$ cat src/rtl/uart_pkg.sv
// Shared UART definitions: TX state encoding, line levels and parity convention.
// Latency: n/a (types, constants and one pure function only).
// Backpressure: n/a.
package uart_pkg;

   // Transmit FSM states, in frame order.
   typedef enum logic [2:0] {
      IDLE   = 3'd0,
      START  = 3'd1,
      DATA   = 3'd2,
      PARITY = 3'd3,
      STOP   = 3'd4
   } tx_state_e;

   // Line levels on the serial pin.
   localparam logic START_BIT  = 1'b0;
   localparam logic STOP_BIT   = 1'b1;
   localparam logic IDLE_LEVEL = 1'b1;

   // Parity type encoding. The RX checker uses the same values.
   localparam logic PAR_EVEN = 1'b0;
   localparam logic PAR_ODD  = 1'b1;

   // Parity bit from the XOR-reduction of the data and the parity type.
   // Even: bit equals the XOR of the data. Odd: its complement.
   function automatic logic parity_bit(input logic xor_all, input logic par_typ);
      return (par_typ == PAR_ODD) ? ~xor_all : xor_all;
   endfunction

endpackage : uart_pkg

$ cat src/rtl/uart_tx_serializer.sv
// Data shift register and bit counter for the UART transmitter.
// Latency: o_bit/o_last reflect state registered on the previous edge.
// Backpressure: none; the controlling FSM decides when to load, shift and clear.
module uart_tx_serializer
   import uart_pkg::*;
#(
   parameter int DATA_WIDTH = 8
) (
   input  logic                  clk,
   input  logic                  rst,
   input  logic                  i_load,
   input  logic [DATA_WIDTH-1:0] i_data,
   input  logic                  i_shift,
   input  logic                  i_clr,
   output logic                  o_bit,
   output logic                  o_last
);

   // One bit of counter is kept even for a single-bit frame.
   localparam int CNT_W = (DATA_WIDTH > 1) ? $clog2(DATA_WIDTH) : 1;

   logic [DATA_WIDTH-1:0] r_shift;
   logic [CNT_W-1:0]      r_cnt;
   logic                  w_last;

   // The counter indexes the data bit currently on the line while in DATA.
   assign w_last = (r_cnt == CNT_W'(DATA_WIDTH - 1));
   assign o_last = w_last;

   // LSB of the shift register is always the next data bit to be sent.
   assign o_bit  = r_shift[0];

   // Shift register: capture the byte on accept, move right once per bit sent.
   always_ff @(posedge clk or negedge rst) begin
      if (!rst) begin
         r_shift <= '0;
      end else if (i_load) begin
         r_shift <= i_data;
      end else if (i_shift) begin
         r_shift <= r_shift >> 1;
      end
   end

   // Bit counter: cleared when DATA is entered, held at the last index so it
   // never wraps inside a frame.
   always_ff @(posedge clk or negedge rst) begin
      if (!rst) begin
         r_cnt <= '0;
      end else if (i_clr) begin
         r_cnt <= '0;
      end else if (i_shift && !w_last) begin
         r_cnt <= r_cnt + CNT_W'(1);
      end
   end

endmodule : uart_tx_serializer

$ cat src/rtl/uart_tx.sv
// UART transmitter: start bit, DATA_WIDTH data bits LSB first, optional parity, stop bit.
// Latency: start bit on the line 1 cycle after Data_Valid is accepted; one clk = one bit.
// Backpressure: Data_Valid honoured only while busy==0; requests during a frame are dropped.
module uart_tx
   import uart_pkg::*;
#(
   parameter int DATA_WIDTH = 8
) (
   input  logic                  clk,
   input  logic                  rst,
   input  logic [DATA_WIDTH-1:0] P_DATA,
   input  logic                  Data_Valid,
   input  logic                  PAR_EN,
   input  logic                  PAR_TYP,
   output logic                  TX_OUT,
   output logic                  busy
);

   tx_state_e r_state;
   tx_state_e w_state_nxt;

   logic r_tx;
   logic r_busy;
   logic r_par;
   logic r_par_en;

   logic w_tx_nxt;
   logic w_busy_nxt;
   logic w_load;
   logic w_shift;
   logic w_clr;
   logic w_ser_bit;
   logic w_ser_last;

   uart_tx_serializer #(
      .DATA_WIDTH (DATA_WIDTH)
   ) u_ser (
      .clk     (clk),
      .rst     (rst),
      .i_load  (w_load),
      .i_data  (P_DATA),
      .i_shift (w_shift),
      .i_clr   (w_clr),
      .o_bit   (w_ser_bit),
      .o_last  (w_ser_last)
   );

   // State, line and busy registers; the line level is decided one cycle
   // ahead so TX_OUT comes straight from a flop.
   always_ff @(posedge clk or negedge rst) begin
      if (!rst) begin
         r_state <= IDLE;
         r_tx    <= IDLE_LEVEL;
         r_busy  <= 1'b0;
      end else begin
         r_state <= w_state_nxt;
         r_tx    <= w_tx_nxt;
         r_busy  <= w_busy_nxt;
      end
   end

   // Frame configuration captured on accept so upstream changes mid-frame
   // cannot disturb the frame in flight.
   always_ff @(posedge clk or negedge rst) begin
      if (!rst) begin
         r_par    <= 1'b0;
         r_par_en <= 1'b0;
      end else if (w_load) begin
         r_par    <= parity_bit(^P_DATA, PAR_TYP);
         r_par_en <= PAR_EN;
      end
   end

   // Next state plus the line level and busy flag that go with it.
   always_comb begin
      w_state_nxt = r_state;
      w_tx_nxt    = IDLE_LEVEL;
      w_busy_nxt  = 1'b1;
      w_load      = 1'b0;
      w_shift     = 1'b0;
      w_clr       = 1'b0;
      case (r_state)
         IDLE: begin
            w_busy_nxt = 1'b0;
            if (Data_Valid) begin
               w_state_nxt = START;
               w_tx_nxt    = START_BIT;
               w_busy_nxt  = 1'b1;
               w_load      = 1'b1;
            end
         end
         START: begin
            // First data bit goes out while the counter restarts at bit 0.
            w_state_nxt = DATA;
            w_tx_nxt    = w_ser_bit;
            w_shift     = 1'b1;
            w_clr       = 1'b1;
         end
         DATA: begin
            if (w_ser_last) begin
               if (r_par_en) begin
                  w_state_nxt = PARITY;
                  w_tx_nxt    = r_par;
               end else begin
                  w_state_nxt = STOP;
                  w_tx_nxt    = STOP_BIT;
               end
            end else begin
               w_tx_nxt = w_ser_bit;
               w_shift  = 1'b1;
            end
         end
         PARITY: begin
            w_state_nxt = STOP;
            w_tx_nxt    = STOP_BIT;
         end
         STOP: begin
            // Requests arriving here are dropped; the idle cycle is mandatory.
            w_state_nxt = IDLE;
            w_tx_nxt    = IDLE_LEVEL;
            w_busy_nxt  = 1'b0;
         end
         default: begin
            w_state_nxt = IDLE;
            w_tx_nxt    = IDLE_LEVEL;
            w_busy_nxt  = 1'b0;
         end
      endcase
   end

   assign TX_OUT = r_tx;
   assign busy   = r_busy;

endmodule : uart_tx
$ cat config.mk
export PLATFORM = sky130hd
export DESIGN_NAME = uart_tx
export DESIGN_NICKNAME = d
export VERILOG_FILES = /design/src/rtl/uart_pkg.sv /design/src/rtl/uart_tx_serializer.sv /design/src/rtl/uart_tx.sv
export SDC_FILE = /design/constraint.sdc
export NUM_CORES = 1
export LEC_CHECK = 0
export CORE_UTILIZATION = 40
export DETAILED_ROUTE_END_ITERATION = 7
export HOLD_SLACK_MARGIN = 0.02
export PLACE_DENSITY_LB_ADDON = 0.1
export SLEW_MARGIN = 30
export SYNTH_ARGS = -nofsm -noshare
export SYNTH_HDL_FRONTEND = slang
export SYNTH_SLANG_ARGS = --single-unit
$ cat constraint.sdc
create_clock -name clk -period 2.2 [get_ports clk]
set_input_delay 0.44 -clock clk [delete_from_list [all_inputs] [get_ports clk]]
set_output_delay 0.44 -clock clk [all_outputs]
set_load 0.005 [all_outputs]
# Word level (Yosys, flattened, before mapping)
# Cells that the tools add are included.
[totals]
in_bits = 13
output_inout_bits = 2
ff_bits = 18
word_cells = 42
[classes]
addsub = 1
n_eq_ne = 6
n_reduce_logical = 8
muxes = 19
bitwise = 1
[op_table]
columns = ["cell", "n"]
rows = [
  ["two-way mux 8 bit", 2],
  ["two-way mux 3 bit", 5],
  ["one-hot mux 3 bit (4 select lines)", 1],
  ["two-way mux 1 bit", 8],
  ["XOR reduction 8 bit", 1],
  ["== test 3 x 2 -> 1 bit, second input constant", 2],
  ["one-hot mux 1 bit (2 select lines)", 2],
  ["nonzero test 2 bit", 2],
  ["adder 3 x 1 -> 3 bit, second input constant", 1],
  ["== test 3 x 1 -> 1 bit, second input constant", 1],
  ["== test 3 bit, second input constant", 1],
  ["logical NOT 3 bit", 1],
  ["one-hot mux 1 bit (3 select lines)", 1],
  ["OR reduction 3 bit", 1],
  ["inequality test 2 x 1 -> 1 bit, second input constant", 1],
  ["inequality test 2 bit, second input constant", 1],
  ["AND reduction 2 bit", 1],
  ["logical AND 1 bit", 1],
  ["logical NOT 1 bit", 1],
  ["NOT 1 bit", 1],
]

# Logic depth before layout (Yosys ltp)
[depth]
depth_word = 6
mapped_depth = 7

# Modules after synthesis
# A second synthesis with hierarchy kept.
[hier_totals]
hier_cells = 83
area_unflattened_um2 = 908.4
[modules_own_cells]
columns = ["mod", "area_each_um2", "seq_area_each_um2", "cells_each", "instances"]
rows = [
  ["uart_tx_serializer", 521.8, 275.3, 46, 1],
  ["uart_tx", 386.6, 176.4, 37, 1],
]

# Worst setup path before layout
# OpenSTA, ideal clock, no wires.
[synth_timing]
path_kind = "register -> register"
start = "register u_ser.r_cnt[0]"
end = "register u_ser.r_shift[0]"
arrival_time_ps = 1442
path_stages_with_launch = 8
path_slack_ps = 635
synth_period_minus_slack_ps = 1565
cell_sequence = "dfrtp_1 -> ha_1 -> ha_1 -> nor3b_1 -> o21bai_1 -> buf_4 -> mux2i_1 -> a21oi_1"
[synth_via]
elab_chain_len = 4
[synth_rtl]
columns = ["element", "line_no", "rtl"]
rows = [
  ["start, declared", "uart_tx_serializer.sv:23", "logic [CNT_W-1:0] r_cnt;"],
  ["start signal, assigned", "uart_tx_serializer.sv:52", "r_cnt <= r_cnt + CNT_W'(1);"],
  ["== test 3 bit", "uart_tx_serializer.sv:27", "assign w_last = (r_cnt == CNT_W'(DATA_WIDTH - 1));"],
  ["two-way mux 1 bit", "uart_tx.sv:100", "if (w_ser_last) begin"],
  ["one-hot mux 1 bit (2 select lines)", "uart_tx.sv:82", "case (r_state)"],
  ["nonzero test 2 bit (no source line)", "n/a", ""],
  ["end signal, assigned", "uart_tx_serializer.sv:38", "r_shift <= i_data;"],
  ["end signal, assigned", "uart_tx_serializer.sv:40", "r_shift <= r_shift >> 1;"],
  ["end, declared", "uart_tx_serializer.sv:22", "logic [DATA_WIDTH-1:0] r_shift;"],
]
# Every way passes these cells.
# A chain may end at the register's enable or synchronous reset.

# Worst setup path in the final report
[layout_timing]
start = "register r_tx (netlist: TX_OUT)"
end = "output TX_OUT"
[layout_rtl]
columns = ["element", "line_no", "rtl"]
rows = [
  ["start, declared", "uart_tx.sv:22", "logic r_tx;"],
  ["start signal, assigned", "uart_tx.sv:57", "r_tx <= w_tx_nxt;"],
  ["end, declared", "uart_tx.sv:15", "output logic TX_OUT,"],
]
# No word-level cell between the ends.

==> impl_results.md <==
* Cell with the largest stage delay on the worst path: sky130_fd_sc_hd__dfstp_2
* CTS tree: yes
* Standard cell core area at 2210 um^2
* Drt first-iter violations at 6
* Number of global-route vias before repair at 664
* Vias at 688
* Mean post-synth cell area at 10.3 um^2
* Highest clock frequency the design can meet at 578 MHz
* Worst Hold Class: primary input to async pin
* Worst Path Class, Setup: register to output port
* Routability Congestion at 0.747
* Synthesized net count at 106
* HPWL after detailed placement at 1210 um
* Post-route minimum period at 1.73 ns
* Vias per cell at 5.06
* Number of antenna violations at the first check in global routing at 0
* Total CTS buffers at 3
* Die area at 2530 um^2
* Setup TNS at 0 ns
* MaxCap Viol Count at 0
* ANT cells at 0
* Final number of setup-violating endpoints at 0
* Number of detailed-route iterations in the first pass at 4
* Y dimension of the die at 50.3 um
* Depth of the worst register-to-register path at 6
* Family of cells with the greatest summed delay on the critical path: flip-flops
* Max-slew violation count at 0
* Final Hold Fails at 0
* CP max stage delay at 0.52 ns
* Synthesized netlist cell count at 91
* Distinct cell type count of the synthesized netlist at 28
* Post-route clock skew at 0.00712 ns
* Filler Cells Inserted at 220
* Synth-to-Final Area Change at 20.6%
* Total length of routed wires at 1590 um
* Clock tree sinks at 18
* R2r startpoint: u_ser.r_cnt[0]
* Overall Global Routing Usage at 0.143
* Number of warnings printed during yosys synthesis at 0
* Count of pins on the block boundary at 15
* Worst Path Arrival at 1.29 ns
* Unrepaired setup endpoints after global routing: false
* Share of the cycle needed by the critical path after routing at 0.786
* Worst vdd ir at 0.538 mV
* Number of instances resized during post-cts repair at 0
* Clock network latency to the later pin of the worst-skew pair at 0.28 ns
* Fraction of synthesized cell area taken by the top area cell type at 0.456
* Number of buffers inserted by post-CTS setup repair at 0
* Type of destination of the critical path: output port
* Clock edge transition at the registers on the reported setup and hold paths at 0.10 ns
* Required time at the endpoint of the critical path at 1.76 ns
* Clock root buffer: sky130_fd_sc_hd__clkbuf_4
* Top cells by area, synth: sky130_fd_sc_hd__dfrtp_1 (46%), sky130_fd_sc_hd__mux2i_1 (7.5%), sky130_fd_sc_hd__a21oi_1 (5.9%)
* Area of the mapped netlist at 933 um^2
* Crit path buf inv count at 1
* Placed cell areas at 1100 um^2
* Initial Util at 0.422
* Quantity of I/O buffers inserted on ports at 14
* # H-tree levels at 1
* Commonest cells after routing, fill and taps aside: sky130_fd_sc_hd__dfrtp_1 (17), sky130_fd_sc_hd__clkdlybuf4s50_1 (14), sky130_fd_sc_hd__a21oi_1 (11), sky130_fd_sc_hd__nor2_1 (11), sky130_fd_sc_hd__mux2i_1 (7)
* Wire per inst at 11.7 um
* Pwr per Cell Area at 1230 nW/um^2
* Most common cell after layout, fill and taps aside: sky130_fd_sc_hd__dfrtp_1
* Share of final-layout standard cells stronger than drive strength 1 at 0.0833
* Measured slew at the worst slew-check pin at 0.531 ns
* Biggest fanout along the worst timing path at 1
* Worst setup slack for register-to-register paths at 0.51 ns
* CTS Hold Buffers Added at 0
* Ordered cell list for the critical path: clkdlybuf4s50_1
* Worst slew slack as a fraction of its limit at 0.646
* FF-to-FF End: u_ser.r_shift[6]
* Sequential cell area fraction in the yosys report at 0.484
* Antenna viol nets, final at 0
* Rows at 17
* Clock buffer depth at 2
* Static leakage power at 0.000519 uW
* Net count of the finished layout at 124
* Outcome: finished, final reports clean
* Pin count of the biggest net entering global routing at 19
* Area leader, netlist: sky130_fd_sc_hd__dfrtp_1
* Kind of launch point of the worst setup path: register
* Post-route cell area at 1130 um^2
* Die boundary width at 50.3 um
* Flip-flop and latch count after synthesis at 18
* Remaining global-route overflow at 0
* First-pass GRT wire length at 2750 um
* DRC viols at 0
[flip-flops by register name, summed over array words and instances (netlist names)]
name and count:
u_ser.r_shift 8, u_ser.r_cnt 3, TX_OUT 1, r_par_en 1, r_par 1, busy 1, r_state 3
[Yosys cell counts]
library cell and count:
sky130_fd_sc_hd__dfrtp_1 17, sky130_fd_sc_hd__a21oi_1 11, sky130_fd_sc_hd__nor2_1 11, sky130_fd_sc_hd__mux2i_1 7
sky130_fd_sc_hd__inv_1 4, sky130_fd_sc_hd__nand2_1 4, sky130_fd_sc_hd__o21ai_0 4, sky130_fd_sc_hd__xnor2_1 4
sky130_fd_sc_hd__nand2b_1 3, sky130_fd_sc_hd__a22oi_1 2, sky130_fd_sc_hd__buf_6 2, sky130_fd_sc_hd__ha_1 2
sky130_fd_sc_hd__nand3_1 2, sky130_fd_sc_hd__nor3_1 2, sky130_fd_sc_hd__o21ai_1 2, sky130_fd_sc_hd__xor2_1 2
sky130_fd_sc_hd__a211oi_1 1, sky130_fd_sc_hd__buf_2 1, sky130_fd_sc_hd__buf_4 1, sky130_fd_sc_hd__dfstp_2 1
sky130_fd_sc_hd__mux2_4 1, sky130_fd_sc_hd__nor2b_1 1, sky130_fd_sc_hd__nor3b_1 1, sky130_fd_sc_hd__o21bai_1 1
sky130_fd_sc_hd__o221ai_1 1, sky130_fd_sc_hd__or2b_1 1, sky130_fd_sc_hd__or3_1 1, sky130_fd_sc_hd__xnor3_1 1
[final cells by class]
class	instances	area, um^2	share of cell area
multi-input cells	65	435	0.387
inverters	4	15.0	0.0133
flip-flops and latches	18	452	0.401
clock buffers	4	26.3	0.0233
well taps	28	35.0	0.0311
repair buffers	17	163	0.144
[metrics by stage]
step                      hold WS, ns  power (uW)   util  setup slack (ns)  std cells
after floorplan                 0.144        1080      -             0.635         91
after global placement          0.464        1210  0.495             0.264        132
after detailed placement        0.472        1220  0.495             0.180        132
after CTS                       0.471        1400  0.507             0.176        136
after global routing            0.489        1490  0.509             0.375        136
final                           0.469        1380  0.509             0.470        136
[per-layer routing]
metal / track usage / wire length, um / vias to the layer above / part of all wire
li1: - / - / 344 / -
met1: 0.182 / 693 / 329 / 0.44
met2: 0.238 / 835 / 13 / 0.53
met3: 0.0182 / 46 / 2 / 0.029
met4: 0.0741 / 12 / 0 / 0.0076
met5: 0 / 0 / - / 0
[cell families after synthesis]
| kind of cell | count (synthesis) | share of synthesized area |
|---|---|---|
| AOI/OAI and AO/OA | 22 | 0.133 |
| and+or+nand+nor | 26 | 0.131 |
| adders and majority gates | 2 | 0.0268 |
| DFF | 18 | 0.484 |
| muxes | 8 | 0.0912 |
| buffers and inverters | 8 | 0.0536 |
| xor gates and xnor gates | 7 | 0.0804 |
[report_power, final]
| group | internal [uW] | switching (uW) |
|---|---|---|
| clock network | 70.3 | 93.8 |
| logic | 317 | 285 |
| registers | 492 | 122 |
[how the worst max path moves through the flow]
stage / from / endpoint / slack (ns) / cells past startpoint
floorplan: u_ser.r_cnt[0] / u_ser.r_shift[0] / 0.64 / 7
CTS: u_ser.r_cnt[0] / u_ser.r_shift[6] / 0.18 / 6
global route: u_ser.r_cnt[0] / u_ser.r_shift[6] / 0.37 / 6
finish: TX_OUT / TX_OUT / 0.47 / 1
detailed placement: u_ser.r_cnt[0] / u_ser.r_shift[6] / 0.18 / 6
global placement: u_ser.r_cnt[1] / u_ser.r_shift[5] / 0.26 / 6
Power figures use the tool's default switching activity.
==> variant 1, RTL diff (config.mk and constraints unchanged) <==
`DATA_WIDTH` is set to 8 in 2 places; all go to 16.
--- a/src/rtl/uart_tx_serializer.sv
+++ b/src/rtl/uart_tx_serializer.sv
@@ -6,3 +6,3 @@
 #(
-   parameter int DATA_WIDTH = 8
+   parameter int DATA_WIDTH = 16
 ) (
--- a/src/rtl/uart_tx.sv
+++ b/src/rtl/uart_tx.sv
@@ -6,3 +6,3 @@
 #(
-   parameter int DATA_WIDTH = 8
+   parameter int DATA_WIDTH = 16
 ) (
Interface: changed (resized P_DATA); port bits go from 15 to 23. No check against the original RTL was run, so the function may have changed too.
==> variant 1 against the original RTL <==
- combinational power grew 62%
- design area grew 57%
- via count grew 54%
- setup slack lost 110 ps
- critical path type is now primary input to flip-flop
- total power grew 53%
- routed wire length grew 71%
- register-to-register slack lost 130 ps
- area after synthesis grew 57%
- clock power grew 35%
- sequential cell count grew 9
- clock skew grew 6.1 ps
- critical path depth grew 5
- utilization grew 0.71 points
==> variant 1: results (changes against the original RTL) <==
[detailed_routing]
drt_iter0_drc = 49  ; +43
finalWirelength_um = 2710  ; +71%
wl_met1_um = 1140  ; +64%
met2_length_um = 1420  ; +70%
wl_met3_um = 104  ; +130%

[layout]
clock_area_share_pct = 1.49  ; -0.84 points
nets = 190  ; +53%
drive_gt1_share_pct = 7.78  ; -0.55 points
nFlopsAndLatches = 27  ; +9
buffer_area_share_pct = 14.5  ; +0.034 points
inverters = 2  ; -2
multi_input_area_share_pct = 41.9  ; +3.3 points
n_all_buffers = 25  ; +8

[logic_synthesis]
synth_compound_area_share_pct = 12.1  ; -1.2 points
yosys-top-cells-count = dfrtp_1 (26), nand2_1 (20), mux2i_1 (16), xnor2_1 (13), o21ai_1 (12)
synth_area_leaders = dfrtp_1 (44%), mux2i_1 (11%), xnor2_1 (7.8%), nand2_1 (5.1%), o21ai_1 (4.1%)
syn_nets = 168  ; +58%

[sta]
fin_ws_ps = 363  ; -107 ps
whs_ps = 460  ; -9.11 ps

[status]
status = finished, final reports clean

[place]
portBuffers = 22  ; +8
place.detailed.hpwl_um = 2020  ; +67%
dp_slack_ps = -26.8  ; -206 ps
placed_area_sq_um = 1730  ; +58%

[power_and_ir_drop]
p_per_area_nw_per_um2 = 1200  ; -2.1%
p_switching_uw = 803  ; +60%
power_clock_uw = 221  ; +35%

[global_route]
grt_max_degree = 34  ; +15
grtUsageMet1_pct = 17.0  ; -1.2 points
use_met2_pct = 29.3  ; +5.6 points
track_usage_pct = 15.6  ; +1.3 points

[setup_path]
rrSetupSlack_ps = 380  ; -130 ps
crit_end = r_par
end_kind = flip-flop
crit_fanout = 2  ; +1

[floorplan]
n_tap_cell = 46  ; +64%

-- variant 1: changes by cell type after synthesis, sizes merged, moves of 3 or more --
| cell | unedited run | this run |
|---|---|---|
| o21ai | 6 | 21 |
| nand2 | 4 | 20 |
| xnor2 | 4 | 13 |
| clkbuf | 0 | 4 |
| mux2i | 7 | 16 |
| dfrtp | 17 | 26 |
| and3 | 0 | 3 |
-- variant 1: cell families after synthesis --
logic type / count (synthesis)
and+or+nand+nor: 42
muxes: 18
xor gates and xnor gates: 15
buffers and inverters: 10
DFF: 27
adders and majority gates: 1
AOI/OAI and AO/OA: 33
-- variant 1: how the worst min path moves through the flow --
stage / startpoint / endpoint
finish: rst / u_ser.r_cnt[3]
global route: rst / u_ser.r_cnt[2]
CTS: rst / u_ser.r_cnt[3]
detailed placement: u_ser.r_shift[15] / u_ser.r_shift[15]
global placement: r_par / r_par
floorplan: rst / busy
==> variant 2, RTL diff (config.mk and constraints unchanged) <==
Made on the original files. Make the reset (`rst`) synchronous in 4 clocked blocks.
--- a/src/rtl/uart_tx_serializer.sv
+++ b/src/rtl/uart_tx_serializer.sv
@@ -33,3 +33,3 @@
    // Shift register: capture the byte on accept, move right once per bit sent.
-   always_ff @(posedge clk or negedge rst) begin
+   always_ff @(posedge clk) begin
       if (!rst) begin
@@ -45,3 +45,3 @@
    // never wraps inside a frame.
-   always_ff @(posedge clk or negedge rst) begin
+   always_ff @(posedge clk) begin
       if (!rst) begin
--- a/src/rtl/uart_tx.sv
+++ b/src/rtl/uart_tx.sv
@@ -49,3 +49,3 @@
    // ahead so TX_OUT comes straight from a flop.
-   always_ff @(posedge clk or negedge rst) begin
+   always_ff @(posedge clk) begin
       if (!rst) begin
@@ -63,3 +63,3 @@
    // cannot disturb the frame in flight.
-   always_ff @(posedge clk or negedge rst) begin
+   always_ff @(posedge clk) begin
       if (!rst) begin
Behaviour: differs if rst is asserted again (counterexample within 4 cycles, from zero or initial values and one cycle with rst low); with rst held inactive, the same outputs for 10 cycles.
==> variant 2 against the original RTL <==
- setup slack lost 160 ps
- critical path depth grew 5
- via count grew 3.9%
- routed wire length grew 1.7%
- sequential cell count is the same
- area after synthesis grew 1.1%
- die area grew 1.0%
- critical path type is now flip-flop to flip-flop
- design area grew 0.11%
- utilization grew 0.057 points
- highest routed layer unchanged
Power is not compared: it rests on default switching activity, and its combinational part moved more than twofold at a synthesized area within 25%.
==> variant 2: results (changes against the original RTL) <==
[place]
gp_congestion = 0.798  ; +6.8%
dp_slack_ps = 233  ; +53.3 ps
placed_area_sq_um = 1090  ; -0.46%
place.detailed.hpwl_um = 1180  ; -2.5%

[logic_synthesis]
synth.yosys.seq_area_share_pct = 38.2  ; -10 points
synthArstFlopShare_pct = 0  ; -100 points
synth_area_leaders = dfxtp_1 (38%), mux2i_1 (9.5%), o211a_1 (7.4%), nand2_1 (4.4%), xnor2_1 (3.7%)
synth.avg_cell_area_sq_um = 9.83  ; -4.2%
synth_compound_area_share_pct = 16.7  ; +3.4 points
synthMuxAreaShare_pct = 9.55  ; +0.43 points
synth_xor_area_share_pct = 8.89  ; +0.84 points
yosys-top-cells-count = dfxtp_1 (18), nand2_1 (11), mux2i_1 (9), nor2_1 (8), o211a_1 (7)

[sta]
fin_worst_skew_ps = 2.59  ; -4.53 ps
max_freq_ghz = 0.529  ; -8.4%

[status]
status = finished, final reports clean

[global_route]
grt_pass1_wl_um = 2780  ; +0.98%
grt_pass1_vias = 658  ; -0.90%
grt_max_degree = 16  ; -3

[cts]
clock_latency_ps = 290

[setup_path]
critPathSlowestCell = or3b_4
end_kind = flip-flop
crit_fanout = 15  ; +14
arrival_ps = 2090  ; +800 ps
r2r_end = u_ser.r_shift[1]
rrSetupSlack_ps = 310  ; -200 ps
crit_path_start = u_ser.r_cnt[0]

[layout]
drive_gt1_share_pct = 8.18  ; -0.15 points
nets = 126  ; +1.6%

[detailed_routing]
vias = 715  ; +3.9%
wl_per_cell_um = 11.7  ; +0.23%
drt_iter0_drc = 6  ; unchanged
routed_via_density = 5.18  ; +2.4%

[min_path]
hold_path.class = flip-flop to flip-flop

-- variant 2: changes by cell type after synthesis, sizes merged, moves of 2 or more --
cell and delta:
nor3b +2, mux2i +2, a21oi -7, a22oi -2, dfxtp +18, nor2 -3
nand2 +7, inv -2, o21ai -5, clkbuf +2, dfrtp -17, o211a +7
-- variant 2: metal layers --
| metal | up-vias | global-route usage [%] | part of all wire, % |
|---|---|---|---|
| met5 | - | 0 | 0 |
| met4 | 0 | 8.33 | 1.9 |
| met3 | 4 | 3.64 | 4.6 |
| met2 | 13 | 23.3 | 45 |
| met1 | 333 | 17.8 | 48 |
| li1 | 365 | - | - |
-- variant 2: worst min-delay path: cells and delay by family, from the launching register on --
family / cells / cell delay [ps]
flip-flops: 1 / 330
AO/OA/AOI/OAI: 1 / 60
AND/OR/NAND/NOR: 1 / 60
-- variant 2: layout make-up --
class                   instances  area (sq um)
clock buffers                   4          36.3
fillers                       219          1080
multi-input cells              70           533
inverters                       2          7.51
repair buffers                 16           155
flip-flops and latches         18           360
well taps                      28          35.0
-- variant 2: worst min path at each step --
stage                       endpoint  depth (start not counted)        startpoint  slack, ps
global placement    u_ser.r_shift[7]                          2  u_ser.r_shift[7]        480
finish              u_ser.r_shift[7]                          2  u_ser.r_shift[7]        490
detailed placement  u_ser.r_shift[7]                          2  u_ser.r_shift[7]        470
global route        u_ser.r_shift[3]                          1  u_ser.r_shift[3]        530
CTS                 u_ser.r_shift[7]                          2  u_ser.r_shift[7]        500
floorplan           u_ser.r_shift[7]                          2  u_ser.r_shift[7]        450
-- variant 2: power by group --
part | switching, mW | internal, mW | total, mW
sequential | 0.0246 | 0.359 | 0.383
combinational | 0.0776 | 0.104 | 0.182
clock | 0.107 | 0.101 | 0.208
